### config.mk
export PLATFORM = sky130hd
export DESIGN_NAME = ps2_host_tx_flat
export DESIGN_NICKNAME = d
export VERILOG_FILES = /design/src/rtl/ps2_host_tx_if.sv /design/src/rtl/ps2_host_tx.sv /design/src/flat_wrapper.sv
export SDC_FILE = /design/constraint.sdc
export NUM_CORES = 1
export LEC_CHECK = 0
export ABC_AREA = 1
export CAP_MARGIN = 20
export CORE_ASPECT_RATIO = 1.1
export CORE_MARGIN = 5
export CORE_UTILIZATION = 53
export DETAILED_ROUTE_END_ITERATION = 10
export PLACE_DENSITY = 0.88
export SLEW_MARGIN = 30
export SYNTH_ARGS = -nofsm -noshare
export SYNTH_HDL_FRONTEND = slang
export SYNTH_SLANG_ARGS = --single-unit
### constraint.sdc
create_clock -name clk -period 1.76 [get_ports clk]
set_input_delay 0.264 -clock clk [delete_from_list [all_inputs] [get_ports clk]]
set_output_delay 0.264 -clock clk [all_outputs]
set_load 0.01 [all_outputs]
### src/rtl/ps2_host_tx_if.sv
// ps2_host_tx_if: core-side command handshake for the PS/2 host transmitter.
// The master (core) supplies a byte and a one-cycle start; the slave (transmitter)
// reports busy and one-cycle done/err completion pulses.
interface ps2_host_tx_if;
  logic [7:0] tx_data;
  logic       tx_start;
  logic       busy;
  logic       done;
  logic       err;

  modport master (
    output tx_data,
    output tx_start,
    input  busy,
    input  done,
    input  err
  );

  modport slave (
    input  tx_data,
    input  tx_start,
    output busy,
    output done,
    output err
  );
endinterface

### src/rtl/ps2_host_tx.sv
// ps2_host_tx: host-to-device PS/2 transmitter. Inhibits the bus, issues the
// request-to-send, shifts data/parity/stop on device clocks and checks the ACK.
// Optional macro PS2_TX_RETRY_EN: on failure, re-run the whole request up to
// MAX_RETRY more times before reporting err. Without it, one attempt only.
module ps2_host_tx #(
  parameter int unsigned INHIBIT_CYC = 480,
  parameter int unsigned REQ_CYC     = 8,
  parameter int unsigned START_TOUT  = 65535,
  parameter int unsigned EDGE_TOUT   = 4095,
  parameter int unsigned MAX_RETRY   = 2
) (
  input  logic         clk,
  input  logic         rst_n,
  input  logic         kclk_i,
  input  logic         kdat_i,
  output logic         kclk_oe_o,
  output logic         kdat_oe_o,
  ps2_host_tx_if.slave bus
);

  localparam int unsigned MaxTout = (START_TOUT > EDGE_TOUT) ? START_TOUT : EDGE_TOUT;
  localparam int unsigned MaxCnt  = (MaxTout > INHIBIT_CYC) ? MaxTout : INHIBIT_CYC;
  localparam int unsigned CntW    = $clog2(MaxCnt + 1);
  localparam int unsigned RetryW  = (MAX_RETRY > 0) ? $clog2(MAX_RETRY + 1) : 1;
`ifdef PS2_TX_RETRY_EN
  localparam int unsigned RetryLim = MAX_RETRY;
`else
  // A limit of zero makes can_retry constant-false, leaving a single attempt.
  localparam int unsigned RetryLim = 0;
`endif

  typedef enum logic [3:0] {
    StIdle, StInhibit, StReq, StWaitFirst, StShift, StAck, StWaitIdle, StDone, StFail
  } state_e;

  state_e            state_q, state_d;
  logic [CntW-1:0]   cnt_q, cnt_d;
  logic [3:0]        bit_idx_q, bit_idx_d;
  logic [8:0]        shreg_q, shreg_d;     // {parity, data}, LSB shifted out first
  logic [RetryW-1:0] retry_q, retry_d;
  logic [1:0]        kclk_sync_q, kdat_sync_q;
  logic              kclk_prev_q;
  logic              kclk_oe_q, kclk_oe_d, kdat_oe_q, kdat_oe_d;
  logic              busy_q, busy_d, done_q, done_d, err_q, err_d;
  logic              kclk_s, kdat_s, fall, fail, can_retry, dat_nxt;

  assign kclk_s    = kclk_sync_q[1];
  assign kdat_s    = kdat_sync_q[1];
  assign fall      = kclk_prev_q & ~kclk_s;
  assign can_retry = (retry_q != RetryW'(RetryLim));

  // Two-flop synchronisers plus a delayed copy of kclk for falling-edge detection.
  always_ff @(posedge clk or negedge rst_n) begin
    if (!rst_n) begin
      kclk_sync_q <= 2'b11;
      kdat_sync_q <= 2'b11;
      kclk_prev_q <= 1'b1;
    end else begin
      kclk_sync_q <= {kclk_sync_q[0], kclk_i};
      kdat_sync_q <= {kdat_sync_q[0], kdat_i};
      kclk_prev_q <= kclk_s;
    end
  end

  // State, datapath and registered outputs.
  always_ff @(posedge clk or negedge rst_n) begin
    if (!rst_n) begin
      state_q   <= StIdle;
      cnt_q     <= '0;
      bit_idx_q <= '0;
      shreg_q   <= '0;
      retry_q   <= '0;
      kclk_oe_q <= 1'b0;
      kdat_oe_q <= 1'b0;
      busy_q    <= 1'b0;
      done_q    <= 1'b0;
      err_q     <= 1'b0;
    end else begin
      state_q   <= state_d;
      cnt_q     <= cnt_d;
      bit_idx_q <= bit_idx_d;
      shreg_q   <= shreg_d;
      retry_q   <= retry_d;
      kclk_oe_q <= kclk_oe_d;
      kdat_oe_q <= kdat_oe_d;
      busy_q    <= busy_d;
      done_q    <= done_d;
      err_q     <= err_d;
    end
  end

  // Next-state: sequencing, bit shifting and timeout supervision.
  always_comb begin
    state_d   = state_q;
    cnt_d     = cnt_q + 1'b1;
    bit_idx_d = bit_idx_q;
    shreg_d   = shreg_q;
    retry_d   = retry_q;
    dat_nxt   = kdat_oe_q;
    fail      = 1'b0;
    unique case (state_q)
      StIdle: begin
        cnt_d = '0;
        if (bus.tx_start) begin
          shreg_d = {~^bus.tx_data, bus.tx_data};
          state_d = StInhibit;
        end
      end
      StInhibit: if (cnt_q == CntW'(INHIBIT_CYC - 1)) state_d = StReq;
      StReq: begin
        if (cnt_q == CntW'(REQ_CYC - 1)) begin
          bit_idx_d = '0;
          state_d   = StWaitFirst;
        end
      end
      StWaitFirst: begin
        if (fall) begin
          dat_nxt   = ~shreg_q[0];
          shreg_d   = shreg_q >> 1;
          bit_idx_d = 4'd1;
          state_d   = StShift;
        end else if (cnt_q == CntW'(START_TOUT)) begin
          fail = 1'b1;
        end
      end
      StShift: begin
        if (fall) begin
          if (bit_idx_q == 4'd9) begin
            dat_nxt = 1'b0;  // stop bit: release kdat
            state_d = StAck;
          end else begin
            dat_nxt   = ~shreg_q[0];
            shreg_d   = shreg_q >> 1;
            bit_idx_d = bit_idx_q + 1'b1;
          end
        end else if (cnt_q == CntW'(EDGE_TOUT)) begin
          fail = 1'b1;
        end
      end
      StAck: begin
        if (fall) begin
          if (kdat_s) fail = 1'b1;
          else        state_d = StWaitIdle;
        end else if (cnt_q == CntW'(EDGE_TOUT)) begin
          fail = 1'b1;
        end
      end
      StWaitIdle: begin
        if (kclk_s && kdat_s)                   state_d = StDone;
        else if (cnt_q == CntW'(EDGE_TOUT)) fail    = 1'b1;
      end
      StDone: state_d = StIdle;
      StFail: begin
        if (can_retry) begin
          retry_d = retry_q + 1'b1;
          state_d = StInhibit;
        end else begin
          state_d = StIdle;
        end
      end
      default: state_d = StIdle;
    endcase
    if (fail) state_d = StFail;
    if (state_d == StIdle) retry_d = '0;
    // Falls only restart the timer once the device owns kclk.
    if ((state_d != state_q) ||
        (fall && (state_q inside {StWaitFirst, StShift, StAck}))) begin
      cnt_d = '0;
    end
  end

  // Outputs decoded from the next state so they are registered with it.
  always_comb begin
    kclk_oe_d = state_d inside {StInhibit, StReq};
    kdat_oe_d = 1'b0;
    if (state_d == StReq) begin
      kdat_oe_d = 1'b1;
    end else if (state_d inside {StWaitFirst, StShift, StAck}) begin
      kdat_oe_d = dat_nxt;
    end
    done_d = (state_d == StDone);
    err_d  = (state_d == StFail) && !can_retry;
    busy_d = !(state_d inside {StIdle, StDone}) && !err_d;
  end

  assign kclk_oe_o = kclk_oe_q;
  assign kdat_oe_o = kdat_oe_q;
  assign bus.busy  = busy_q;
  assign bus.done  = done_q;
  assign bus.err   = err_q;

endmodule

### src/flat_wrapper.sv
// flat-port wrapper written by rule: the top's interface ports become plain ports
module ps2_host_tx_flat 
#(
  parameter int unsigned INHIBIT_CYC = 480,
  parameter int unsigned REQ_CYC     = 8,
  parameter int unsigned START_TOUT  = 65535,
  parameter int unsigned EDGE_TOUT   = 4095,
  parameter int unsigned MAX_RETRY   = 2
)
  (clk, rst_n, kclk_i, kdat_i, kclk_oe_o, kdat_oe_o, bus_tx_data, bus_tx_start, bus_busy, bus_done, bus_err);
  ps2_host_tx_if bus_i ();
  input  logic clk;
  input  logic rst_n;
  input  logic kclk_i;
  input  logic kdat_i;
  output logic kclk_oe_o;
  output logic kdat_oe_o;
  input wire logic [$bits(bus_i.tx_data)-1:0] bus_tx_data;
  input wire logic [$bits(bus_i.tx_start)-1:0] bus_tx_start;
  output wire logic [$bits(bus_i.busy)-1:0] bus_busy;
  output wire logic [$bits(bus_i.done)-1:0] bus_done;
  output wire logic [$bits(bus_i.err)-1:0] bus_err;
  assign bus_i.tx_data = bus_tx_data;
  assign bus_i.tx_start = bus_tx_start;
  assign bus_busy = bus_i.busy;
  assign bus_done = bus_i.done;
  assign bus_err = bus_i.err;
  ps2_host_tx #(.INHIBIT_CYC(INHIBIT_CYC), .REQ_CYC(REQ_CYC), .START_TOUT(START_TOUT), .EDGE_TOUT(EDGE_TOUT), .MAX_RETRY(MAX_RETRY)) u_core (.clk(clk), .rst_n(rst_n), .kclk_i(kclk_i), .kdat_i(kdat_i), .kclk_oe_o(kclk_oe_o), .kdat_oe_o(kdat_oe_o), .bus(bus_i));
endmodule
# Word-level counts from Yosys, hierarchy flattened
# Cells that the tools add are included.
dict set report word_totals {
  inputBits 13
  reg_bits 45
  out_inout_bits 5
  elab_cells 112
}
dict set report classes {
  n_eq_ne 28
  reduce_logical 24
  mux 41
  addsub 3
  n_bitwise 3
}
# op count
set ops {}
lappend ops {{4-bit 2-to-1 mux} 14}
lappend ops {{9-bit 2-to-1 mux} 4}
lappend ops {{16-bit 2-to-1 mux} 2}
lappend ops {{4-bit one-hot mux with 8 select lines} 1}
lappend ops {{9-bit one-hot mux with 3 select lines} 1}
lappend ops {{4-bit by 3-bit equality test with 1-bit output (second input constant)} 6}
lappend ops {{16-bit by 1-bit adder with 16-bit output (second input constant)} 1}
lappend ops {{16-bit by 12-bit equality test with 1-bit output (second input constant)} 1}
lappend ops {{16-bit equality test (second input constant)} 1}
lappend ops {{16-bit by 3-bit equality test with 1-bit output (second input constant)} 1}
lappend ops {{16-bit by 9-bit equality test with 1-bit output (second input constant)} 1}
lappend ops {{4-bit by 2-bit equality test with 1-bit output (second input constant)} 4}
lappend ops {{1-bit 2-to-1 mux} 13}
lappend ops {{4-bit equality test (second input constant)} 3}
lappend ops {{4-bit one-hot mux with 3 select lines} 1}
lappend ops {{3-bit nonzero test} 4}
lappend ops {{5-bit AND reduction} 2}
lappend ops {{2-bit nonzero test} 5}
lappend ops {{4-bit by 1-bit equality test with 1-bit output (second input constant)} 2}
lappend ops {{4-bit logical NOT} 2}
lappend ops {{4-bit by 3-bit inequality test with 1-bit output (second input constant)} 2}
lappend ops {{8-bit XNOR reduction} 1}
lappend ops {{2-bit 2-to-1 mux} 3}
lappend ops {{2-bit by 1-bit inequality test with 1-bit output (second input constant)} 3}
lappend ops {{14 further kinds} 21}

# Logic depth before layout (Yosys ltp)
# Gate-level depths: netlist of the first run.
dict set report logic_depth {
  word_depth 9
  depth_mapped 15
  ltp_nobuf 15
}

# Worst setup path before layout of the first run
# Ideal clock, no wire load.
dict set report synth_path {
  kind {reg2reg}
  startpoint {register u_core.cnt_q[0]}
  endpoint {register u_core.cnt_q[11]}
  n_path_buf 1
  period_less_slack_ps 1789
  path_stages_with_launch 14
  setup_ps 127
  path_slack_ps -29
  required_ps 1633
  t_arrival_ps 1663
  cell_sequence {dfrtp_1 -> ha_1 -> nand3_2 -> nor2_1 -> nand2_1 -> nand2_1 -> nand2_1 -> inv_2 -> nand2_1 -> nand2_4 -> nand2_1 -> nand4_4 -> buf_8 -> nor2_4}
}
dict set report synth_between {
  elab_chain_cells 8
  word_cells_on_any_way 20
  cone_classes {add/sub (1); eq/ne (5); mux (13); reduce/logical (1)}
}
# item line
set synth_rtl {}
lappend synth_rtl {{start: declaration} ps2_host_tx.sv:37} ;# logic [CntW-1:0] cnt_q, cnt_d;
lappend synth_rtl {{start signal: assignment} ps2_host_tx.sv:80} ;# cnt_q <= cnt_d;
lappend synth_rtl {{16-bit by 12-bit equality test with 1-bit output / 16-bit equality test (equally long branches)} -}
lappend synth_rtl {{1-bit 2-to-1 mux, on equally long branches (2 in series)} -}
lappend synth_rtl {{1-bit one-hot mux with 4 select lines} ps2_host_tx.sv:101} ;# unique case (state_q)
lappend synth_rtl {{4-bit 2-to-1 mux} ps2_host_tx.sv:163} ;# if (fail) state_d = StFail;
lappend synth_rtl {{4-bit inequality test} ps2_host_tx.sv:166} ;# if ((state_d != state_q) ||
lappend synth_rtl {{1-bit logical OR} ps2_host_tx.sv:166}
lappend synth_rtl {{16-bit 2-to-1 mux (*)} ps2_host_tx.sv:166}
lappend synth_rtl {{named net u_core.cnt_d[11]} ps2_host_tx.sv:37}
# Mark *: on every way through the listed nets, which the timed path passes. The rest lies on a longest branch.
# A chain may end at the register's enable or synchronous reset.

# Worst setup path in the final report of the first run
dict set report layout_path {
  startpoint {register u_core.state_q[1]}
  endpoint {register u_core.busy_q, in the netlist u_core.bus.busy}
}
dict set report layout_between {
  word_cells_on_any_way 28
  cone_classes {eq/ne (9); mux (12); reduce/logical (7)}
}
# item line
set layout_rtl {}
lappend layout_rtl {{start: declaration} ps2_host_tx.sv:36} ;# state_e state_q, state_d;
lappend layout_rtl {{start signal: assignment} ps2_host_tx.sv:68} ;# state_q <= StIdle;
lappend layout_rtl {{start signal: assignment} ps2_host_tx.sv:79} ;# state_q <= state_d;
lappend layout_rtl {{4-bit equality test (tied with other cells)} ps2_host_tx.sv:101}
lappend layout_rtl {{4-bit one-hot mux with 8 select lines / 1-bit one-hot mux with 4 select lines (equally long branches)} ps2_host_tx.sv:101}
lappend layout_rtl {{4-bit 2-to-1 mux (*)} ps2_host_tx.sv:163}
lappend layout_rtl {{named net u_core.state_d[0]} ps2_host_tx.sv:36}
lappend layout_rtl {{4-bit by 3-bit equality test with 1-bit output (tied with other cells)} ps2_host_tx.sv:183} ;# busy_d = !(state_d inside {StIdle, StDone}) && !err_d;
lappend layout_rtl {{2-bit nonzero test / 1-bit logical AND (equally long branches)} {ps2_host_tx.sv:183, ps2_host_tx.sv:182}}
lappend layout_rtl {{1-bit logical NOT} ps2_host_tx.sv:183}
lappend layout_rtl {{1-bit logical AND (*)} ps2_host_tx.sv:183}
lappend layout_rtl {{named net u_core.busy_d} ps2_host_tx.sv:44} ;# logic busy_q, busy_d, done_q, done_d, err_q, err_d;
lappend layout_rtl {{end signal: assignment} ps2_host_tx.sv:86} ;# busy_q <= busy_d;
lappend layout_rtl {{end: declaration} ps2_host_tx.sv:44}
# Marked as above.

==> results of run 1 <==
==> worst min path at each step <==
stage                     startpoint                    end  slack (ns)
2_1_floorplan                  rst_n    u_core.bit_idx_q[0]       -0.03
3_3_place_gp                   rst_n        u_core.cnt_q[8]        0.27
3_5_place_dp                   rst_n        u_core.cnt_q[8]        0.27
4_1_cts                       kdat_i  u_core.kdat_sync_q[0]        0.36
5_1_grt                       kdat_i  u_core.kdat_sync_q[0]        0.36
6_report       u_core.kdat_sync_q[0]  u_core.kdat_sync_q[1]        0.36
==> stage by stage <==
step	cells	worst slack [ns]
6_report	469	-0.195
3_5_place_dp	449	-0.190
3_3_place_gp	449	-0.119
4_1_cts	465	-0.119
2_1_floorplan	333	0.00211
5_1_grt	469	-0.307
==> where the power goes <==
group | leakage, nW | switching [mW] | internal, mW
Clock | 0.0374 | 0.387 | 0.281
Sequential | 0.564 | 0.109 | 1.16
Combinational | 1.16 | 0.354 | 0.291
Total | 1.76 | 0.849 | 1.73
==> cells by family after synthesis <==
family	after synthesis	share of synthesized area, %
xor gates and xnor gates	13	4.32
adders and majority gates	4	1.90
DFF	45	43.0
buffers and inverters	48	7.41
AOI/OAI and AO/OA	28	6.65
and+or+nand+nor	195	36.8
==> cell type report <==
cell class,instances,share of cell area [%]
timing repair inverter,1,0.201
timing repair buffer,73,17.0
inverter,44,4.61
sequential,45,30.4
clock inverter,2,0.401
tap,58,1.94
clock buffer,6,1.94
multi-input combinational,240,43.5
==> critical path: cells and delay by family (launching register included) <==
kind          cells  cell delay (ns)
buf+inv           3             0.31
flops             1             0.46
simple gates     10             1.06
==> placed cells by master, fill, tap and decap left out, types with 5 or more instances in the layout <==
| master | synthesis | routed |
|---|---|---|
| clkbuf_8 | 0 | 5 |
| clkdlybuf4s50_1 | 0 | 16 |
| a31oi_1 | 8 | 6 |
| inv_2 | 8 | 11 |
| inv_1 | 34 | 30 |
| buf_4 | 0 | 49 |
| nand2_1 | 82 | 67 |
| nor2_2 | 2 | 6 |
| nand2_4 | 3 | 8 |
| dfrtp_1 | 40 | 37 |
| dfstp_2 | 5 | 5 |
| a21oi_1 | 7 | 6 |
| nor2_4 | 15 | 30 |
| xor2_1 | 9 | 9 |
| nor2_1 | 50 | 31 |
| nand2_2 | 6 | 15 |
| nand3_1 | 24 | 21 |
==> repair_timing <==
action / 4_1_cts / 5_1_grt
gates cloned: 1 / 0
buffers inserted: 6 / 4
endpoints found under the hold margin: 21 / 0
setup endpoints to repair: 31 / 34
pin swaps: 22 / 30
resized for setup: 34 / 53
hold buffers: 1 / 0
==> metal layers <==
metal	wire, µm	GRT usage [%]	vias up
li1	-	-	1209
met1	2830	24.4	1250
met2	4180	39.5	113
met3	344	4.43	41
met4	386	10.0	0
met5	0	0	-
==> flip-flops by register name (all words and copies together) (netlist names) <==
| register | flops |
|---|---|
| u_core.kclk_oe_o | 1 |
| u_core.kdat_sync_q | 2 |
| u_core.bus.err | 1 |
| u_core.retry_q | 2 |
| u_core.cnt_q | 16 |
| u_core.kclk_sync_q | 2 |
| u_core.bus.done | 1 |
| u_core.shreg_q | 9 |
| u_core.kdat_oe_o | 1 |
| u_core.state_q | 4 |
| u_core.bus.busy | 1 |
| u_core.kclk_prev_q | 1 |
| u_core.bit_idx_q | 4 |
==> key figures, run 1 <==
Worst setup path
  • CP Class: reg -> reg
  • Crit path DAT: 2.13 ns
  • Capture point of the worst reg-to-reg path: u_core.bus.busy
  • Setup crit end kind: flip-flop
  • CP most frequent cell: nand2_1
  • Crit path to: u_core.bus.busy
  • CP max FO: 5
  • Max incr delay on CP: approximately 0.46 ns
  • WP data required: 1.94 ns
  • Critical-path top delay cell: dfrtp_1
  • Setup crit start: u_core.state_q[1]
  • R2R Setup Slk: -0.20 ns
  • CP Cell Sequence: inv_2 -> nand2_1 -> nor2_4 -> nand2_1 -> nand2_1 -> nand2_1 -> nand2_2 -> nor2_4 -> nand2_4 -> inv_4 -> buf_4 -> nor3_4 -> nor3_1
  • CP startpoint kind: flip-flop
  • Worst r2r src: u_core.state_q[1]
  • Reg2reg path depth: 13

Power and ir drop
  • Leak: ~1.8 nW
  • PwrDens: 689 mW/mm²
  • Total power draw: 2.58 mW
  • Maximum vdd ir drop: ~560 µV

Synth
  • Top-count cell post-synth: nand2_1
  • Area leader, netlist: dfrtp_1
  • Synth async-reset ratio: 100%
  • Post-Syn Area: between 0.002 and 0.003 mm²
  • Post-synth top cells: nand2_1, nor2_1, dfrtp_1
  • Post-synth EDFFs: 0
  • Register area share after synthesis: about 43%
  • Ys flop type: dfrtp_1
  • Mapped Nets: between 300 and 400
  • Synth Instances: approximately 330
  • Synth top area cells: dfrtp_1, nand2_1, nor2_1
  • Syn Area/Cell: ~7.9 µm²
  • Synth top area share: between 30 and 40%
  • Synth Register Bits: 45
  • Synth Warn #: 0
  • Synth cell types: 35

Floorplan
  • Die area: roughly 0.0065 mm²
  • # rows: 27
  • DIE HEIGHT: between 80 and 90 µm
  • Initial Util: 53.4%
  • CORE AREA: between 0.004 and 0.005 mm²
  • Ports: 18
  • Die W: 77.2 µm

STA
  • Final hold slack: 0.358 ns
  • Tmin final: a little under 2 ns
  • Part of the cycle the worst path needs: 111%
  • Unrepaired setup endpoints after global routing: true
  • Maximum clock frequency: ~510 MHz
  • Least-Margin Pin Slew: between 0.5 and 0.6 ns
  • Slew headroom: approximately 63%
  • Hold Vio Cnt, Final: 0
  • Pins Over Slew Limit: 0
  • Worst Setup Slack, final: -0.195 ns
  • Final setup viols: 27
  • Clk_skew: 0.0188 ns
  • Setup TNS: -3.27 ns

Outcome
  • Outcome: complete, but fails checks
  • Failing checks: setup timing

Clocking
  • H-tree depth: 2
  • Clk slew on worst S/H paths: ~0.08 ns
  • Maximum root-to-sink buffer count: 2
  • CTS tree: done
  • Root Buffer: clkbuf_8
  • Worst skew pair latency: a little over 0.3 ns
  • Clock tree sinks: 45
  • Inserted Clock Buffers: 5

Finish
  • Sequential Area: 0.00114 mm²
  • Share of cells above drive strength 1: 39.4%
  • # fillers: around 300
  • Final core occ: 75.9%
  • Diodes inserted: 0
  • NumNets Final: 427
  • Layout area overhead: 42.0%
  • Fin area: 0.00374 mm²
  • Multi-input logic area: 0.00163 mm²

Route
  • 1st-iter DRT viols: ~190
  • DRC: 0
  • Vias per cell: between 5 and 6
  • First-pass detailed-route iteration total: 5
  • DRT Wirelength: 7740 µm
  • Final ANT Viol Nets: 0
  • DR WL/cell: around 17 µm
  • Detailed-route via count: between 2k and 3k

Global route
  • Gr ovfl total: 0
  • GRT Util Overall: between 20% and 30%
  • Vias in the first global route: 2610
  • Largest net degree at the start of global routing: 25
  • Initial antenna violation count: 0
  • Global-route wire length before repair: 11700 µm

Run
  • Max-cap violation count: 0

Min path
  • Hold/Removal Path Class: reg -> reg
  • Hold path depth: 0

Placed design
  • I/O Buffers: 17
  • Area post-placement: approximately 0.0032 mm²
  • Final HPWL DP: ~4700 µm
  • GP Congestion: between 0.8 and 0.9
Note: power is estimated with default switching activity, not from simulation.
==> run 2, diff against run 1 <==
- MAX_ROUTING_LAYER: default -> met4
- SLEW_MARGIN: 30 -> default
==> key figures, run 2 (same netlist as run 1, synthesis figures left out) <==
Route
  • DRT Wirelength: 7250 µm (was 7740 µm)
  • DRC: 0 (unchanged)
  • 1st-iter DRT viols: 131 (was 192)
  • Detailed-route via count: 2532 (was 2613)
  • Final ANT Viol Nets: 0 (unchanged)
  • First-pass detailed-route iteration total: 4 (was 5)
  • DR WL/cell: 15.5 µm (was 16.5 µm)
  • Vias per cell: 5.43 (was 5.57)

Placed design
  • I/O Buffers: 17 (unchanged)
  • Area post-placement: 0.00321 mm² (was 0.00322 mm²)
  • GP Congestion: 0.906 (was 0.872)
  • Final HPWL DP: 4720 µm (was 4740 µm)
  • Placed insts: 447 (was 449)

Finish
  • Largest regs: u_core.cnt_q: 16 flops, u_core.shreg_q: 9 flops (unchanged)
  • Commonest non-fill, non-tap cell in the layout: nand2_1 (unchanged)
  • Sequential Area: 0.00113 mm² (was 0.00114 mm²)
  • Max FFs per register: 16 (unchanged)
  • Fin area: 0.00363 mm² (was 0.00374 mm²)
  • NumNets Final: 424 (was 427)
  • Share of cells above drive strength 1: 37.3% (was 39.4%)
  • Final Non-Filler Cells: 466 (was 469)
  • Multi-input logic area: 0.00154 mm² (was 0.00163 mm²)
  • # fillers: 332 (was 309)
  • Biggest register: u_core.cnt_q (unchanged)
  • Diodes inserted: 0 (unchanged)
  • Most frequent cells in the layout: nand2_1, buf_4, dfrtp_1 (unchanged)
  • Layout area overhead: 37.7% (was 42.0%)

Floorplan
  • Die area: 0.00648 mm² (unchanged)
  • # rows: 27 (unchanged)
  • Ports: 18 (unchanged)
  • Initial Util: 53.4% (unchanged)
  • CORE AREA: 0.00493 mm² (unchanged)
  • DIE HEIGHT: 84.0 µm (unchanged)
  • Die W: 77.2 µm (unchanged)

Global route
  • Gr ovfl total: 0 (unchanged)
  • Initial antenna violation count: 0 (unchanged)
  • Met1 Track Usage GR: 24.3% (was 24.4%)
  • Largest net degree at the start of global routing: 25 (unchanged)
  • Global-route wire length before repair: 11200 µm (was 11700 µm)
  • GRT Util Overall: 21.8% (was 21.9%)
  • Met2 global-route usage: 36.8% (was 39.5%)
  • Vias in the first global route: 2524 (was 2610)
  • Most crowded layer after global routing: met2 (unchanged)
  • GR Util met3: 4.21% (was 4.43%)

Worst setup path
  • Crit path DAT: 2.23 ns (was 2.13 ns)
  • CP Class: reg -> reg (unchanged)
  • Setup crit end kind: flip-flop (unchanged)
  • WP data required: 2.01 ns (was 1.94 ns)
  • CP startpoint kind: flip-flop (unchanged)
  • CP max FO: 4 (was 5)
  • R2R Setup Slk: -0.22 ns (was -0.20 ns)

Power and ir drop
  • Maximum vdd ir drop: 559 µV (was 562 µV)
  • PwrDens: 678 mW/mm² (was 689 mW/mm²)
  • Leak: 1.74 nW (was 1.76 nW)

Outcome
  • Failing checks: setup timing (unchanged)
  • Outcome: complete, but fails checks (unchanged)

STA
  • Slew headroom: 64.8% (was 63.2%)
  • Tmin final: 1.98 ns (was 1.96 ns)
  • Final hold slack: 0.359 ns (was 0.358 ns)
  • Part of the cycle the worst path needs: 112% (was 111%)
  • Worst Setup Slack, final: -0.219 ns (was -0.195 ns)
  • Unrepaired setup endpoints after global routing: true (unchanged)
  • Clk_skew: 0.0109 ns (was 0.0188 ns)
  • Maximum clock frequency: 505 MHz (was 511 MHz)
  • Hold Vio Cnt, Final: 0 (unchanged)
  • Pins Over Slew Limit: 0 (unchanged)
  • Least-Margin Pin Slew: 0.528 ns (was 0.552 ns)
  • Final setup viols: 21 (was 27)

Clocking
  • Inserted Clock Buffers: 5 (unchanged)
  • Worst skew pair latency: 0.31 ns (about the same)
  • H-tree depth: 2 (unchanged)
  • Clock tree sinks: 45 (unchanged)
  • Maximum root-to-sink buffer count: 2 (unchanged)
  • CTS tree: done (unchanged)
  • Clk slew on worst S/H paths: 0.08 ns (about the same)
  • Root Buffer: clkbuf_8 (unchanged)

Run
  • Max-cap violation count: 0 (unchanged)

Min path
  • Hold/Removal Path Class: reg -> reg (unchanged)
-- run 2: changes by cell type in the layout (fill, tap and decap cells not counted), moves of 2 or more --
cell / before / now
inv_1: 30 / 32
buf_4: 49 / 45
inv_4: 3 / 1
a31oi_1: 6 / 8
nor2_4: 30 / 24
clkinvlp_4: 3 / 1
nand2_4: 8 / 6
clkinv_2: 0 / 2
nor2_2: 6 / 12
nand2_1: 67 / 70
a31oi_4: 2 / 0
-- run 2: what timing repair did --
action	4_1_cts	5_1_grt
setup endpoints to repair	31	33
buffers inserted	6	3
endpoints found under the hold margin	16	0
hold buffers	1	0
pin swaps	10	11
gates resized for setup	40	30
gates cloned	1	0
-- run 2: cell type report --
class / count / share of cell area, %
inverter: 44 / 4.76
timing repair inverter: 1 / 0.207
clock buffer: 6 / 2.00
multi-input combinational: 240 / 42.4
clock inverter: 2 / 0.276
timing repair buffer: 70 / 17.0
tap: 58 / 2.00
sequential: 45 / 31.3
-- run 2: path summary, 6_finish.rpt --
check,startpoint,end,cells after the start
max reg2reg,u_core.state_q[3],u_core.kdat_oe_o,12
min reg2reg,u_core.kclk_sync_q[0],u_core.kclk_sync_q[1],0
max in group asynchronous,rst_n,u_core.state_q[0],3
max,u_core.state_q[3],u_core.kdat_oe_o,12
min in group asynchronous,rst_n,u_core.cnt_q[11],2
min,u_core.kclk_sync_q[0],u_core.kclk_sync_q[1],0
-- run 2: metal layers --
metal	vias up	share of wire (%)	wire length, µm
li1	1199	-	-
met1	1213	39	2800
met2	82	52	3770
met3	38	4.0	292
met4	0	5.3	384
met5	-	0	0
-- run 2: stage by stage --
| stage | util (%) | total power, mW | setup TNS, ns | setup WS (ns) |
|---|---|---|---|---|
| 2_1_floorplan | - | 1.52 | 0 | 0.00211 |
| 3_3_place_gp | 65.0 | 1.67 | -1.78 | -0.152 |
| 3_5_place_dp | 65.0 | 1.70 | -3.74 | -0.278 |
| 4_1_cts | 70.9 | 2.40 | -1.14 | -0.0829 |
| 5_1_grt | 73.6 | 2.59 | -6.52 | -0.311 |
| 6_report | 73.6 | 2.46 | -3.75 | -0.219 |
-- run 2: where the power goes --
part           internal, mW  leakage [nW]  switching, mW
logic                 0.268          1.13          0.302
registers              1.16         0.565          0.101
clock network         0.276        0.0450          0.359
total                  1.70          1.74          0.762
-- run 2: critical path, stage by stage (launching register included) --
cell and delay, ns:
dfrtp_2 0.48, nor2_4 0.17, inv_1 0.12, nor2_2 0.12
buf_4 0.12, nand3_1 0.08, nand4_1 0.18, inv_1 0.12
nor2_4 0.20, nand3_2 0.14, nand2_1 0.09, nand2_1 0.05
inv_1 0.06
==> run 3, diff against run 2 <==
- SLEW_MARGIN: default -> 20
==> results of run 3 <==
Final layout, timing and power as in run 2 (identical DEF).
